==> config.mk <==
export PLATFORM = sky130hd
export DESIGN_NAME = tile_renderer_flat
export DESIGN_NICKNAME = d
export VERILOG_FILES = /design/src/rtl/tile_renderer_if.sv /design/src/rtl/tile_renderer.sv /design/src/flat_wrapper.sv
export SDC_FILE = /design/constraint.sdc
export NUM_CORES = 1
export LEC_CHECK = 0
export ABC_CLOCK_PERIOD_IN_PS = 5900
export BUFFER_PORTS_ARGS = -buffer_cell sky130_fd_sc_hd__buf_2
export CAP_MARGIN = 10
export CORE_ASPECT_RATIO = 0.5
export CORE_MARGIN = 8
export CORE_UTILIZATION = 45
export DETAILED_ROUTE_END_ITERATION = 12
export PLACE_DENSITY = 0.68
export SLEW_MARGIN = 40
export SYNTH_ARGS = -nofsm -noshare
export SYNTH_HDL_FRONTEND = slang
export SYNTH_SLANG_ARGS = --single-unit
==> constraint.sdc <==
create_clock -name clock -period 5.9 [get_ports clock]
set_clock_uncertainty 0.05 [all_clocks]
set_input_delay 0.885 -clock clock [delete_from_list [all_inputs] [get_ports clock]]
set_output_delay 0.885 -clock clock [all_outputs]
set_load 0.02 [all_outputs]
==> src/rtl/tile_renderer_if.sv <==
// tile_renderer_if: tile-map write port between game logic and tile_renderer.
// Signals:
//   wr_valid  requester has a tile write pending
//   wr_ready  renderer accepts the write this cycle
//   wr_x      target tile column (0..19 valid, larger is accepted and dropped)
//   wr_y      target tile row    (0..14 valid, larger is accepted and dropped)
//   wr_tile   4-bit tile code to store
// Modports: master = game logic, slave = tile_renderer.
interface tile_renderer_if;
  logic       wr_valid;
  logic       wr_ready;
  logic [4:0] wr_x;
  logic [3:0] wr_y;
  logic [3:0] wr_tile;

  modport master (
    output wr_valid, wr_x, wr_y, wr_tile,
    input  wr_ready
  );

  modport slave (
    input  wr_valid, wr_x, wr_y, wr_tile,
    output wr_ready
  );
endinterface

==> src/rtl/tile_renderer.sv <==
// tile_renderer: 3-stage pixel pipeline behind VGA_controller. Renders a
// 20x15 map of 32x32 tiles through a fixed palette with a cursor outline,
// and delays the syncs to stay aligned with rgb.
// Ports:
//   clock, reset                  pixel clock, async active-high reset
//   display_enable, row, column   current pixel from VGA_controller
//   h_sync, v_sync                active-low syncs from VGA_controller
//   wr                            tile write port (tile_renderer_if.slave)
//   cursor_x, cursor_y            cursor tile coordinates
//   rgb                           pixel colour R[7:5] G[4:2] B[1:0]
//   h_sync_out, v_sync_out        syncs delayed 3 clocks
//   frame_count                   v_sync falling edges seen, wraps at 255
// Optional feature: define TILE_RENDERER_CURSOR_BLINK_EN to blink the cursor
// outline with frame_count[5] (drawn while it is 0).
module tile_renderer #(
  parameter int unsigned MAP_COLS     = 20,
  parameter int unsigned MAP_ROWS     = 15,
  parameter logic [7:0]  CURSOR_COLOR = 8'hFF
) (
  input  logic             clock,
  input  logic             reset,
  input  logic             display_enable,
  input  logic [15:0]      row,
  input  logic [15:0]      column,
  input  logic             h_sync,
  input  logic             v_sync,
  tile_renderer_if.slave   wr,
  input  logic [4:0]       cursor_x,
  input  logic [3:0]       cursor_y,
  output logic [7:0]       rgb,
  output logic             h_sync_out,
  output logic             v_sync_out,
  output logic [7:0]       frame_count
);

  localparam int unsigned MAP_SIZE = MAP_COLS * MAP_ROWS;
  localparam int unsigned ADDR_W   = $clog2(MAP_SIZE);
  localparam int unsigned TILE_W   = 4;

  typedef enum logic {CLEAR, RUN} state_t;

  state_t              state;
  logic [ADDR_W-1:0]   clr_idx;
  logic [TILE_W-1:0]   map [MAP_SIZE];

  // S1 / S2 pipeline registers
  logic [ADDR_W-1:0]   s1_addr;
  logic                s1_vis, s1_cursor;
  logic                s2_vis, s2_cursor;
  logic [TILE_W-1:0]   s2_tile;
  logic [1:0]          hs_pipe, vs_pipe;
  logic                vs_prev;

  // Pixel decode for S1
  logic                in_map_c, cursor_hit_c, cursor_on_c;
  logic [ADDR_W-1:0]   pix_addr_c;
  assign in_map_c   = (column < 16'(MAP_COLS * 32)) && (row < 16'(MAP_ROWS * 32));
  assign pix_addr_c = ADDR_W'(row[15:5]) * ADDR_W'(MAP_COLS) + ADDR_W'(column[15:5]);
  // Outline = in-tile offset 0, 1, 30 or 31, i.e. offset[4:1] all-zero or all-one
  assign cursor_hit_c = (column[15:5] == 11'(cursor_x)) && (row[15:5] == 11'(cursor_y)) &&
                        ((column[4:1] == 4'h0) || (column[4:1] == 4'hF) ||
                         (row[4:1] == 4'h0)    || (row[4:1] == 4'hF));

`ifdef TILE_RENDERER_CURSOR_BLINK_EN
  assign cursor_on_c = s2_cursor && !frame_count[5];
`else
  assign cursor_on_c = s2_cursor;
`endif

  // Map write port: CLEAR sweep has priority, otherwise in-range transfers
  logic                map_we_c;
  logic [ADDR_W-1:0]   map_waddr_c, wr_addr_c;
  logic [TILE_W-1:0]   map_wdata_c;
  logic                wr_in_range_c;
  assign wr_addr_c     = ADDR_W'(wr.wr_y) * ADDR_W'(MAP_COLS) + ADDR_W'(wr.wr_x);
  assign wr_in_range_c = (wr.wr_x < 5'(MAP_COLS)) && (wr.wr_y < 4'(MAP_ROWS));

  always_comb begin
    map_we_c    = 1'b0;
    map_waddr_c = wr_addr_c;
    map_wdata_c = wr.wr_tile;
    if (state == CLEAR) begin
      map_we_c    = 1'b1;
      map_waddr_c = clr_idx;
      map_wdata_c = '0;
    end else if (wr.wr_valid && wr.wr_ready && wr_in_range_c) begin
      map_we_c = 1'b1;
    end
  end

  // Map storage; the read samples before the write lands (read-old on collision)
  always_ff @(posedge clock) begin
    if (map_we_c) map[map_waddr_c] <= map_wdata_c;
    s2_tile <= map[s1_addr];
  end

  function automatic logic [7:0] palette(input logic [TILE_W-1:0] code);
    case (code)
      4'd0:    palette = 8'h00;
      4'd1:    palette = 8'hE0;
      4'd2:    palette = 8'h1C;
      4'd3:    palette = 8'h03;
      4'd4:    palette = 8'hFC;
      default: palette = 8'h92;
    endcase
  endfunction

  // Control FSM, pixel pipeline, sync delay and frame counter
  always_ff @(posedge clock or posedge reset) begin
    if (reset) begin
      state       <= CLEAR;
      clr_idx     <= '0;
      wr.wr_ready <= 1'b0;
      s1_addr     <= '0;
      s1_vis      <= 1'b0;
      s1_cursor   <= 1'b0;
      s2_vis      <= 1'b0;
      s2_cursor   <= 1'b0;
      rgb         <= 8'h00;
      hs_pipe     <= 2'b11;
      vs_pipe     <= 2'b11;
      h_sync_out  <= 1'b1;
      v_sync_out  <= 1'b1;
      vs_prev     <= 1'b1;
      frame_count <= 8'h00;
    end else begin
      case (state)
        CLEAR: begin
          wr.wr_ready <= 1'b0;
          clr_idx     <= clr_idx + 1'b1;
          if (clr_idx == ADDR_W'(MAP_SIZE - 1)) state <= RUN;
        end
        RUN: begin
          wr.wr_ready <= !display_enable;
        end
        default: state <= CLEAR;
      endcase

      s1_addr   <= in_map_c ? pix_addr_c : '0;
      s1_vis    <= display_enable && in_map_c;
      s1_cursor <= cursor_hit_c;

      s2_vis    <= s1_vis;
      s2_cursor <= s1_cursor;

      if ((state == RUN) && s2_vis) rgb <= cursor_on_c ? CURSOR_COLOR : palette(s2_tile);
      else                          rgb <= 8'h00;

      hs_pipe    <= {hs_pipe[0], h_sync};
      vs_pipe    <= {vs_pipe[0], v_sync};
      h_sync_out <= hs_pipe[1];
      v_sync_out <= vs_pipe[1];

      vs_prev <= v_sync;
      if (vs_prev && !v_sync) frame_count <= frame_count + 8'd1;
    end
  end

endmodule
==> src/flat_wrapper.sv <==
// flat-port wrapper written by rule: the top's interface ports become plain ports
module tile_renderer_flat 
#(
  parameter int unsigned MAP_COLS     = 20,
  parameter int unsigned MAP_ROWS     = 15,
  parameter logic [7:0]  CURSOR_COLOR = 8'hFF
)
  (clock, reset, display_enable, row, column, h_sync, v_sync, cursor_x, cursor_y, rgb, h_sync_out, v_sync_out, frame_count, wr_wr_valid, wr_wr_x, wr_wr_y, wr_wr_tile, wr_wr_ready);
  tile_renderer_if wr_i ();
  input  logic clock;
  input  logic reset;
  input  logic display_enable;
  input  logic [15:0] row;
  input  logic [15:0] column;
  input  logic h_sync;
  input  logic v_sync;
  input  logic [4:0] cursor_x;
  input  logic [3:0] cursor_y;
  output logic [7:0] rgb;
  output logic h_sync_out;
  output logic v_sync_out;
  output logic [7:0] frame_count;
  input wire logic [$bits(wr_i.wr_valid)-1:0] wr_wr_valid;
  input wire logic [$bits(wr_i.wr_x)-1:0] wr_wr_x;
  input wire logic [$bits(wr_i.wr_y)-1:0] wr_wr_y;
  input wire logic [$bits(wr_i.wr_tile)-1:0] wr_wr_tile;
  output wire logic [$bits(wr_i.wr_ready)-1:0] wr_wr_ready;
  assign wr_i.wr_valid = wr_wr_valid;
  assign wr_i.wr_x = wr_wr_x;
  assign wr_i.wr_y = wr_wr_y;
  assign wr_i.wr_tile = wr_wr_tile;
  assign wr_wr_ready = wr_i.wr_ready;
  tile_renderer #(.MAP_COLS(MAP_COLS), .MAP_ROWS(MAP_ROWS), .CURSOR_COLOR(CURSOR_COLOR)) u_core (.clock(clock), .reset(reset), .display_enable(display_enable), .row(row), .column(column), .h_sync(h_sync), .v_sync(v_sync), .wr(wr_i), .cursor_x(cursor_x), .cursor_y(cursor_y), .rgb(rgb), .h_sync_out(h_sync_out), .v_sync_out(v_sync_out), .frame_count(frame_count));
endmodule
Word-level counts from Yosys, hierarchy flattened. Memory sizes are Yosys's and may differ from the RTL's. A register that Yosys moved wholly into a read port is not among the register bits. Index checks and enable logic that the tools add are counted.

Mux-type cells: 13. Reduce and logical (&&, ||, !) cells: 17. $add $sub $neg: 4. $mul: 2. Order comparisons: 4. Bitwise logic cells: 1. Equality and inequality tests: 9.

Operator list (count): case mux 8 bit (5 select lines) (1); 2-to-1 mux 9 bit (2); < comparator 16 x 10 -> 1 bit (second input constant) (1); < comparator 16 x 9 -> 1 bit (second input constant) (1); 2-to-1 mux 8 bit (2); zero test 4 bit (3); equality test 11 x 4 -> 1 bit (1); equality test 11 x 5 -> 1 bit (1); adder 9 x 1 -> 9 bit (second input constant) (1); adder 9 x 5 -> 9 bit (1); adder 9 bit (1); equality test 9 bit (second input constant) (1); logical AND 1 bit (9); multiplier 9 x 3 -> 7 bit (second input constant) (1); adder 8 x 1 -> 8 bit (second input constant) (1); equality test 4 x 2 -> 1 bit (second input constant) (2); equality test 4 bit (second input constant) (2); multiplier 4 x 3 -> 7 bit (second input constant) (1); 2-to-1 mux 1 bit (6); < comparator 5 bit (second input constant) (1); equality test 4 x 1 -> 1 bit (second input constant) (1); equality test 4 x 3 -> 1 bit (second input constant) (1); < comparator 4 bit (second input constant) (1); 2-to-1 mux 4 bit (1); other kinds (4) (7).

Logic and storage cells: 66. Register bits: 47. Input port bits: 60. Memory bits (writable): 1200. Memories: 1.

Memory list: u_core.map (depth 300, width 4, read ports 1, clocked after memory_dff 1, wr ports 1, line tile_renderer.sv:44) `logic [TILE_W-1:0] map [MAP_SIZE];`.

Depth between registers and ports, before layout.
Depth after elaboration: 7. Mapped depth: 11. Depth with buffers taken out: 10.

Worst setup path after synthesis. Ideal clock, no wire load.

Path type: reg2reg. Start point: register u_core.state. End point: memory u_core.map[0][0], data pin. Slack: -0.024 ns. Clock period less this slack: 5.924 ns. Cell stages (with the launch flop): 5. Buffers on the path: 3. Data arrival time: 4.893 ns. Cells stage by stage: dfrtp_1 -> buf_2 -> clkbuf_1 -> buf_1 -> and2_1.

Word-level cells in the longest chain between the ends: 1.

Ends and longest elaborated chain: start, declared (line tile_renderer.sv:42) `state_t state;`; start signal, assigned (line tile_renderer.sv:111) `state <= CLEAR;`; start signal, assigned (line tile_renderer.sv:131) `if (clr_idx == ADDR_W'(MAP_SIZE - 1)) state <= RUN;`; start signal, assigned (line tile_renderer.sv:136) `default: state <= CLEAR;`; 2-to-1 mux 4 bit (line tile_renderer.sv:82) `if (state == CLEAR) begin`; via u_core.map_wdata_c[0] (line tile_renderer.sv:73) `logic [TILE_W-1:0] map_wdata_c;`; end, declared (line tile_renderer.sv:44).

The timed path passes the listed nets, and every way through them passes these cells.

Final worst setup path.
Start point: input wr_wr_y[1]. End point: memory u_core.map[114][1], enable pin.

Word-level cells in the longest chain between the ends: 7.

Ends and longest elaborated chain: start, declared (line flat_wrapper.sv:25) `input wire logic [$bits(wr_i.wr_y)-1:0] wr_wr_y;`; parallel branches: the longest is 7 deep, another holds adder 9 x 5 -> 9 bit.

Parallel ways; which one is timed is not known.

==> reports/results.txt <==
Pin count of the biggest net entering global routing: 174
Register bit total from synthesis: 1248
Commonest cells after routing, fill and taps aside: 1200 x edfxtp_1, 353 x nor2_1, 242 x mux4_2, 144 x mux2i_1, 112 x clkbuf_16
TritonCTS Buffers: 110
IO Pins: 79
WP data required: 6.20 ns
Final HPWL DP: 74.4 mm
DIE AREA: 123000 um^2
Final WS setup: 1.68 ns
Port Buffers: 76
Initial antenna violation count: 2
R2R setup slack: 2.15 ns
Post-synth EDFFs: 1200
Max Transition Viols Final: 0
DRT Wirelength: 121 mm
CTS Sinks: 1248
Pleak: 0.0142 uW
CTS tree: done
Min-delay worst type: input port to async pin
Fraction of layout cells with a size suffix above 1: 20.7%
Post-Place Worst Slack: 0.960 ns
VDD IR max: 0.232 mV
Vias/cell: 5.96
Fmax: 237 MHz
Slew @ Worst Pin: 0.949 ns
Slew headroom: 36.7%
Grt ovf: 0
DR pass1 iterations: 6
H-tree levels: 3
Worst path arrival time: 4.52 ns
Synthesized net count: 2805
Critical Path Fanout Max: 16
Cell taking the most area after synthesis: edfxtp_1
Worst skew pair latency: 0.71 ns
Reg2reg end: u_core.s2_tile[0]$_DFF_P_
Syn_area_per_cell: 18.5 um^2
CP startpoint kind: input port
Area of the mapped netlist: 50200 um^2
RSZ-0062 raised after global routing: no
Crit path time final: 4.22 ns
Yosys warns: 0
Die Span X: 488 um
Total negative setup slack: 0 ns
Pwr per Cell Area: 302 nW/um^2
Via count: 26400
First-pass GRT wire length: 178 mm
Post-Syn Instances: 2719
Area Overhead vs Synth: 11.6%
Max-cap violations: 0
Core Util, Final: 50.7%
Main synth FF type: edfxtp_1
Ratio of final minimum period to clock period: 71.6%
Iter 0 DRT Violations: 3302
R2R Path Start: u_core.s1_addr[1]$_DFF_PP0_
GRT Total Usage: 19.3%
Post-CTS Setup Repair Bufs: 0
Initial Util: 45.5%
Type of the worst setup path: input port to register
Final Hold Viols: 0
Register-to-Register Path Depth: 7
Core footprint: 110000 um^2
Outcome: completed
Post-synth ARST share: 3.53%
Drt drc: 0
Design area: 56000 um^2
Final #Nets: 2917
Antenna Nets Post-Route: 0
Most common cell after layout, fill and taps aside: edfxtp_1
Vias in the first global route: 26600
Final-report setup violation count: 0
CTS Buffer Depth: 3
Chip height: 252 um
CTS Hold Bufs: 0
Rows: 86
CTS clk-pin slew, worst paths: 0.06 ns
CTS root buf: clkbuf_16
Post-synth cell types: 72
Critical Path End Type: register
Largest cells by area after synthesis: edfxtp_1 72%, mux4_2 11%, mux2i_1 2.9%
Wirelength per Cell: 27.4 um
Synth top area share: 71.8%
Placement Cell Area: 52400 um^2
Post-cts resize count: 0
RePlAce Congestion: 0.839
Seq/Total Area, Yosys: 74.2%
## power by group
group	switching (uW)	total (uW)	internal (uW)
combinational	112	200	87.7
clock	3140	7130	3990
sequential	22.9	9600	9580
## routing by layer
metal,up-vias,share of wire (%),track usage [%]
li1,11200,-,-
met1,13800,42,27.8
met2,1250,46,30.2
met3,182,9.4,4.27
met4,2,2.4,4.88
met5,-,0.0066,0
## state kept, by name, indices dropped and copies added (netlist names), 2 cells and up
| signal | count |
|---|---|
| u_core.clr_idx | 9 |
| u_core.frame_count | 8 |
| u_core.hs_pipe | 2 |
| u_core.map | 1200 |
| u_core.rgb | 6 |
| u_core.s1_addr | 9 |
| u_core.s2_tile | 4 |
| u_core.vs_pipe | 2 |
## worst max-delay path by stage
stage / from / endpoint / slack (ns)
6_report: wr_wr_y[1] / u_core.map[114][1]$_DFFE_PP_ / 1.68
5_1_grt: wr_wr_y[1] / u_core.map[73][0]$_DFFE_PP_ / 1.53
4_1_cts: wr_wr_y[1] / u_core.map[73][0]$_DFFE_PP_ / 1.69
3_5_place_dp: wr_wr_y[1] / u_core.map[73][3]$_DFFE_PP_ / 0.96
3_3_place_gp: wr_wr_y[1] / u_core.map[73][0]$_DFFE_PP_ / 1.06
2_1_floorplan: wr_wr_y[1] / u_core.map[121][0]$_DFFE_PP_ / 2.09
## Yosys cell counts, drive strengths merged (14+ instances only)
library cell and instances:
mux2i 144, clkbuf 59, dfrtp 38, nor2 356, ha 22, o21ai 50
nor2b 14, nor3 20, nand2 89, buf 97, mux2 16, edfxtp 1200
nand4 15, a22oi 40, a221oi 28, o22ai 23, a21oi 28, nand3 32
xnor2 27, mux4 242
## stage by stage
step                hold slack [ns]  instances  power, uW
global route                  0.187       4418      17400
global placement              0.282       4211       9990
finish                        0.205       4419      16900
detailed placement            0.297       4214      10000
CTS                           0.179       4417      17000
floorplan                     0.281       2719       9920
## cells by family (layout without fill, tap and decap cells)
| logic type | count (synthesis) | after routing | share of synthesized area (%) |
|---|---|---|---|
| flops | 1248 | 1248 | 74.2 |
| xor+xnor | 40 | 40 | 0.698 |
| fa+ha+maj | 27 | 27 | 0.728 |
| buf+inv | 166 | 369 | 1.82 |
| simple gates | 589 | 589 | 5.10 |
| mux | 402 | 402 | 14.1 |
| other cells | 0 | 1 | 0 |
| compound gates | 247 | 247 | 3.39 |
## worst max-delay path, cell delays in order
cell and delay [ns]:
buf_2 0.13, ha_1 0.29, ha_1 0.21, fa_1 0.46, xnor2_1 0.17, or3_1 0.40
a31oi_1 0.42, nor3b_2 0.50, nand2_1 0.55, nor2_1 0.50
## final cells by class
cell class | instances | area [um^2]
clock buffers | 134 | 2920
well taps | 1496 | 1870
diodes | 1 | 2.50
clock inverters | 69 | 628
repair buffers | 156 | 1170
multi-input cells | 1305 | 12100
fillers | 8811 | 54400
flip-flops and latches | 1248 | 37200
inverters | 10 | 40.0
Power figures use the tool's default switching activity.
